[src/rtl/instr_aligner.sv]
// Halfword realignment buffer between a word-aligned fetch port and the compressed
// decoder: packs 16- and 32-bit RISC-V instructions from a 3-entry halfword FIFO.
module instr_aligner #(
  parameter logic [31:0] BOOT_ADDR = 32'h0000_0000
) (
  input  logic        clk_i,
  input  logic        rst_ni,
  input  logic        flush_i,
  input  logic [31:0] flush_pc_i,
  input  logic        fetch_valid_i,
  output logic        fetch_ready_o,
  input  logic [31:0] fetch_rdata_i,
  input  logic        fetch_err_i,
  output logic        instr_valid_o,
  input  logic        instr_ready_i,
  output logic [31:0] instr_o,
  output logic        is_compressed_o,
  output logic [31:0] pc_o,
  output logic        instr_err_o
);

  // Both ports use valid/ready: a transfer happens on a rising edge where valid
  // and ready are both high; valid never depends on ready in the same cycle.

  logic [15:0] hw_q [3];
  logic [2:0]  err_q;
  logic [1:0]  count_q;
  logic [31:0] pc_q;
  logic        skip_q;

  logic [15:0] hw_s [3];
  logic [15:0] hw_n [3];
  logic [2:0]  err_s;
  logic [2:0]  err_n;
  logic [1:0]  count_n;
  logic [1:0]  pop_n;
  logic [1:0]  push_n;
  logic [1:0]  base;
  logic [1:0]  base_p1;
  logic        head_comp;
  logic        avail;
  logic        instr_hs;
  logic        fetch_hs;

  assign head_comp = (hw_q[0][1:0] != 2'b11);
  assign pc_o      = pc_q;

  // A lone uncompressed halfword with a bus error is released on its own so
  // the error can reach the decoder without waiting for a second halfword.
  assign avail = ((count_q != 2'd0) && head_comp) || (count_q >= 2'd2) ||
                 ((count_q == 2'd1) && err_q[0]);

  always_comb begin
    instr_valid_o   = 1'b0;
    instr_o         = 32'h0;
    instr_err_o     = 1'b0;
    is_compressed_o = 1'b0;
    if (rst_ni) begin
      is_compressed_o = head_comp;
      instr_valid_o   = avail && !flush_i;
      if (head_comp || (count_q < 2'd2)) begin
        instr_o     = {16'h0000, hw_q[0]};
        instr_err_o = err_q[0];
      end else begin
        instr_o     = {hw_q[1], hw_q[0]};
        instr_err_o = err_q[0] | err_q[1];
      end
    end
  end

  assign fetch_ready_o = rst_ni && (count_q <= 2'd1) && !flush_i;
  assign fetch_hs      = fetch_valid_i && fetch_ready_o;
  assign instr_hs      = instr_valid_o && instr_ready_i;

  always_comb begin
    pop_n = 2'd0;
    if (instr_hs) begin
      if (head_comp || (count_q < 2'd2)) pop_n = 2'd1;
      else                               pop_n = 2'd2;
    end
    push_n = 2'd0;
    if (fetch_hs) push_n = skip_q ? 2'd1 : 2'd2;
  end

  always_comb begin
    hw_s  = hw_q;
    err_s = err_q;
    case (pop_n)
      2'd1: begin
        hw_s[0] = hw_q[1];
        hw_s[1] = hw_q[2];
        err_s   = {err_q[2], err_q[2:1]};
      end
      2'd2: begin
        hw_s[0] = hw_q[2];
        err_s   = {err_q[2:1], err_q[2]};
      end
      default: ;
    endcase
    base    = count_q - pop_n;
    base_p1 = base + 2'd1;
    hw_n    = hw_s;
    err_n   = err_s;
    // Pushes only occur with count <= 1, so base_p1 never exceeds 2.
    if (fetch_hs) begin
      if (skip_q) begin
        hw_n[base]  = fetch_rdata_i[31:16];
        err_n[base] = fetch_err_i;
      end else begin
        hw_n[base]     = fetch_rdata_i[15:0];
        err_n[base]    = fetch_err_i;
        hw_n[base_p1]  = fetch_rdata_i[31:16];
        err_n[base_p1] = fetch_err_i;
      end
    end
    count_n = base + push_n;
  end

  always_ff @(posedge clk_i or negedge rst_ni) begin
    if (!rst_ni) begin
      hw_q    <= '{default: 16'h0000};
      err_q   <= 3'b000;
      count_q <= 2'd0;
      pc_q    <= BOOT_ADDR & 32'hFFFF_FFFE;
      skip_q  <= BOOT_ADDR[1];
    end else if (flush_i) begin
      count_q <= 2'd0;
      pc_q    <= flush_pc_i & 32'hFFFF_FFFE;
      skip_q  <= flush_pc_i[1];
    end else begin
      hw_q    <= hw_n;
      err_q   <= err_n;
      count_q <= count_n;
      if (instr_hs) pc_q <= pc_q + (head_comp ? 32'd2 : 32'd4);
      if (fetch_hs && skip_q) skip_q <= 1'b0;
    end
  end

endmodule

[config.mk]
export PLATFORM = sky130hd
export DESIGN_NAME = instr_aligner
export DESIGN_NICKNAME = d
export VERILOG_FILES = /design/src/rtl/instr_aligner.sv
export SDC_FILE = /design/constraint.sdc
export NUM_CORES = 1
export LEC_CHECK = 0
export BUFFER_PORTS_ARGS = -buffer_cell sky130_fd_sc_hd__buf_2
export CAP_MARGIN = 20
export CORE_MARGIN = 8
export CORE_UTILIZATION = 28
export CTS_BUF_LIST = sky130_fd_sc_hd__clkbuf_16
export CTS_CLUSTER_DIAMETER = 60
export CTS_CLUSTER_SIZE = 30
export DETAILED_ROUTE_END_ITERATION = 7
export PLACE_DENSITY_LB_ADDON = 0.25
export SYNTH_ARGS = -nofsm -noshare
export SYNTH_HDL_FRONTEND = slang
export SYNTH_SLANG_ARGS = --single-unit
[constraint.sdc]
create_clock -name clk_i -period 6.4 [get_ports clk_i]
set_input_delay 0.32 -clock clk_i [delete_from_list [all_inputs] [get_ports clk_i]]
set_output_delay 0.32 -clock clk_i [all_outputs]
set_load 0.05 [all_outputs]
---- After elaboration in Yosys (flattened, before gate mapping) ----
Index checks and enable logic that the tools add are counted.
operators by class
  reduce and logical (&&, ||, !) cells .... 20
  eq/ne operators ......................... 4
  add/sub/neg operators ................... 4
  bitwise operators ....................... 4
  multiplexer cells ....................... 36
  $lt $le $gt $ge ......................... 11
operator list
  cell                 count
  $bwmux 48            3
  $mux 32              4
  $mux 48              2
  $demux 16 s2         2
  $mux 16              3
  $add 32x3->32        1
  $pmux 16 s2          1
  $logic_and 1x1->1    12
  $mux 2               5
  $mux 3               3
  $mux 1               8
  $bwmux 3             2
  $ge 3x3->1 const B   2
  $lt 2x3->1 const B   2
  $lt 3x1->1 const B   2
  $not 2->3            2
  $reduce_bool 2->1    3
  $demux 1 s2          2
  $eq 2x1->1 const B   2
  $ge 2x1->1 const B   2
  $pmux 2 s2           1
  $logic_or 1x1->1     3
  $add 2x1->2 const B  1
  $add 2x2->2          1
  other kinds (10)     10
word-level totals
  register bits ........................... 86
  output and inout port bits .............. 68
  input port bits ......................... 70

---- Logic depth before layout (Yosys ltp) ----
  word-level depth ........................ 18
  mapped depth ............................ 16
  mapped depth without buffers ............ 11

---- Worst setup path after synthesis ----
OpenSTA, ideal clock, no wires.
  path type ............................... reg-to-reg
  start ................................... register count_q[1]
  end ..................................... register hw_q[16] (netlist bit)
  arrival time ............................ 3.059 ns
  setup time .............................. 0.124 ns
  buffers on the path ..................... 6
  slack ................................... 3.218 ns
  cell stages (with the launch flop) ...... 16
  cells stage by stage .................... dfrtp_1 > buf_4 > or2_1 > and4_4 > buf_6 > nand2_4 > buf_4 > inv_1 > ha_1 > buf_2 > buf_1 > buf_1 > a21oi_1 > o21ai_1 > a21oi_1 > a211o_1
on the way
  cells in the longest elaborated chain, start to end .. 18
  elaborated cells on any way between the ends .. 39
RTL lines
  item                                                 line  text
  from (decl)                                          27    logic [1:0] count_q;
  from (signal assigned)                               133   count_q <= count_n;
  branches (longest 17 deep; another with $ge 3x3->1)  -
  $mux 48 *                                            105   if (fetch_hs) begin
  to (signal assigned)                                 131   hw_q <= hw_n;
  to (decl)                                            25    logic [15:0] hw_q [3];
Every way passes the cells marked *.
A chain may end at the register's enable or synchronous reset.

---- Worst setup path in the final report ----
  start ................................... register count_q[1]
  end ..................................... register hw_q[12] (netlist bit)
on the way
  cells in the longest elaborated chain, start to end .. 17
  elaborated cells on any way between the ends .. 37
RTL lines
  item
  branches (longest 17 deep; another with $ge 3x3->1)
Several ways; the timed one is not identified.

==> impl_metrics.ini <==
[logic_synthesis]
synth_area_per_cell_um2 = 8.50
seq_area_frac_synth = 0.343
netlist_area_mm2 = 0.00620
synth_edf_count = 0
ys_types = 79
synth-seq-cells = 85
syn_inst = 730
ys_async_sr_fraction = 1.00
yosys.area.top_type = dfrtp_1
syn-num-nets = 805
synth_flop_cell = dfrtp_1
synth.area.top_cells = dfrtp_1, mux2_2, nand2_1
synth_top_cell_area_share = 0.343
synth_warnings = 0

[clocking]
clkSinkCount = 85
root_buffer = clkbuf_16
post_cts_resized = 0
htreeDepth = 3
cts_setup_buffers = 0
clk_pin_slew_ps = 70
cts_buffers = 9
clock_latency_ps = 350
clock_path_buffers = 2
hold_buffers = 0
cts_tree = built

[grt]
grt_overflow = 0
grt_pass1_vias = 5976
grt_max_degree = 65
grt_pass1_wl_um = 34300
grt_antenna_before_repair = 2
grtUsageTotal = 0.161

[setup_path]
critPathMaxFanout = 41
slowest_delay_ps = 740
critical-path-slowest-cell = a41oi_2
cp_num_buf_inv = 2
cp_top_family = simple AND/OR/NAND/NOR gates
cp_cell_sequence = nand3_2 -> nand2_4 -> inv_1 -> ha_2 -> nor2b_1 -> a41oi_2 -> nand2_1 -> buf_4 -> and3_1 -> a2bb2oi_1 -> a21oi_1
endpoint_kind = register
cp.required_ps = 6590
arrival_ps = 4640
start_kind = register
path_class = register to register

[detailed_routing]
avgViaCountPerCell = 5.55
wl_per_cell_um = 19.8
wl_um = 22000
drt_iter0_drc = 363
vias = 6175
drc = 0
dr.pass1.iters = 5
ant_nets = 0

[placed_design]
place_congestion = 0.788
numPortBuffers = 135
dp_cells = 1097
dp_hpwl_um = 15000

[timing]
maxSlewHeadroom = 0.379
layout_min_cycle_time_ps = 4450
maxSlewViolCount = 0
setup-tns-final_ps = 0
setup_violations = 0
timing.fmax_ghz = 0.225
worst_slew_pin_slew_ps = 932
rsz0062_at_grt = false
period_share = 0.695
skew_ps = 9.93
finalHoldViolations = 0

[floorplan]
die_h_um = 165
ios = 138
rows = 54
fp.dieW_um = 165
die_area_mm2 = 0.0272
core_mm2 = 0.0218
start_util = 0.285

[final_layout]
drive_gt1_frac = 0.259
finalNonFillerCells = 1113
n_fill_cell = 2355
multi_input_area_mm2 = 0.00374
n_antenna_cell = 0
area_growth_pct = 18.0
nets = 903
final-seq-area_mm2 = 0.00213

[power]
peakVddDrop_v = 0.000148
p_leak_nw = 3.46
cellPowerDensity_mw_per_mm2 = 285

[run_status]
status = complete, no violations

[hold_path]
hold_class = primary input to asynchronous set/reset pin

[flow_run]
cap_viol_max_count = 0
flip-flops by register name, summed over array words and instances (netlist names):
name	count
count_q	2
err_q	3
hw_q	48
pc_o	31
skip_q	1
synth_stat cells (all sizes together), types with 10 or more instances:
| cell | instances |
|---|---|
| dfrtp | 85 |
| nand2 | 75 |
| a21oi | 55 |
| nor2 | 55 |
| o21ai | 50 |
| nand3 | 47 |
| mux2 | 37 |
| a31oi | 33 |
| clkbuf | 31 |
| and3 | 27 |
| buf | 27 |
| mux2i | 23 |
| a221o | 19 |
| and2 | 17 |
| a2bb2oi | 15 |
| inv | 13 |
| a211o | 12 |
| nor3 | 10 |
| o311ai | 10 |
worst reg2reg max path, stage by stage (launching register included):
cell and delay [ps]:
dfrtp_1 520, nand3_2 590, nand2_4 570, inv_1 150, ha_2 240, nor2b_1 160, a41oi_2 740, nand2_1 160
buf_4 320, and3_1 480, a2bb2oi_1 270, a21oi_1 90
power breakdown:
group	internal, W	switching (W)	leakage, nW
clock network	0.000301	0.000237	0.144
logic	0.000280	0.000449	2.27
registers	0.000688	0.000129	1.04
final timing paths:
| check | startpoint | end | slack [ps] | cells after the start |
|---|---|---|---|---|
| worst max-delay path | count_q[1] | hw_q[12] | 1950 | 11 |
| worst min-delay path | rst_ni | pc_o[14] | 120 | 2 |
| worst max register to register | count_q[1] | hw_q[12] | 1950 | 11 |
| worst min register to register | hw_q[30] | hw_q[30] | 520 | 1 |
| max in group asynchronous | rst_ni | pc_o[21] | 5080 | 3 |
| min in group clk_i | flush_pc_i[15] | pc_o[15] | 170 | 3 |
routing by layer:
layer  share of wire  GRT usage  up-vias
met5         0.00091          0        -
met4           0.015     0.0434        4
met3           0.082     0.0371       27
met2            0.45      0.257      238
met1            0.46      0.213     2964
li1                -          -     2942
placed cells by master (no fill, tap or decap), drive strengths merged, types with 4 or more instances in the layout:
cell type / n
buf: 146
dfrtp: 85
nand2: 75
nor2: 55
a21oi: 55
o21ai: 50
nand3: 47
mux2: 37
a31oi: 33
and3: 27
mux2i: 23
a221o: 19
and2: 17
a2bb2oi: 15
inv: 14
a211o: 12
o311ai: 10
nor3: 10
o211ai: 9
clkbuf: 9
nand4: 8
nor4: 6
nor2b: 5
clkinv: 5
o21a: 4
nand3b: 4
ha: 4
logic make-up (layout without fill, tap and decap cells):
| family | count (synthesis) | count (layout) | synth area share |
|---|---|---|---|
| simple gates | 272 | 272 | 0.225 |
| buf+inv | 73 | 176 | 0.0557 |
| fa+ha+maj | 5 | 5 | 0.0113 |
| compound gates | 231 | 231 | 0.254 |
| mux | 60 | 60 | 0.105 |
| flops | 85 | 85 | 0.343 |
| other cells | 1 | 1 | 0.000605 |
| xor+xnor | 3 | 3 | 0.00424 |
final cells by class:
class | instances | area share
Clock buffer | 9 | 0.0308
Timing Repair Buffer | 146 | 0.104
Clock inverter | 7 | 0.00923
Sequential cell | 85 | 0.290
Multi-Input combinational cell | 572 | 0.511
Inverter | 14 | 0.00718
Tap cell | 280 | 0.0478
metrics by stage:
step / worst slack, ps / cell area [µm²] / hold slack [ps] / power [W] / utilization
finish: 1950 / 7320 / 119 / 0.00208 / 0.337
global route: 1620 / 7320 / 178 / 0.00222 / 0.337
CTS: 1990 / 7320 / 138 / 0.00210 / 0.337
detailed placement: 2010 / 7030 / 511 / 0.00156 / 0.323
global placement: 2010 / 7030 / 506 / 0.00155 / 0.323
floorplan: 3220 / 6200 / 24.4 / 0.00134 / -
Note: power is estimated with default switching activity, not from simulation.
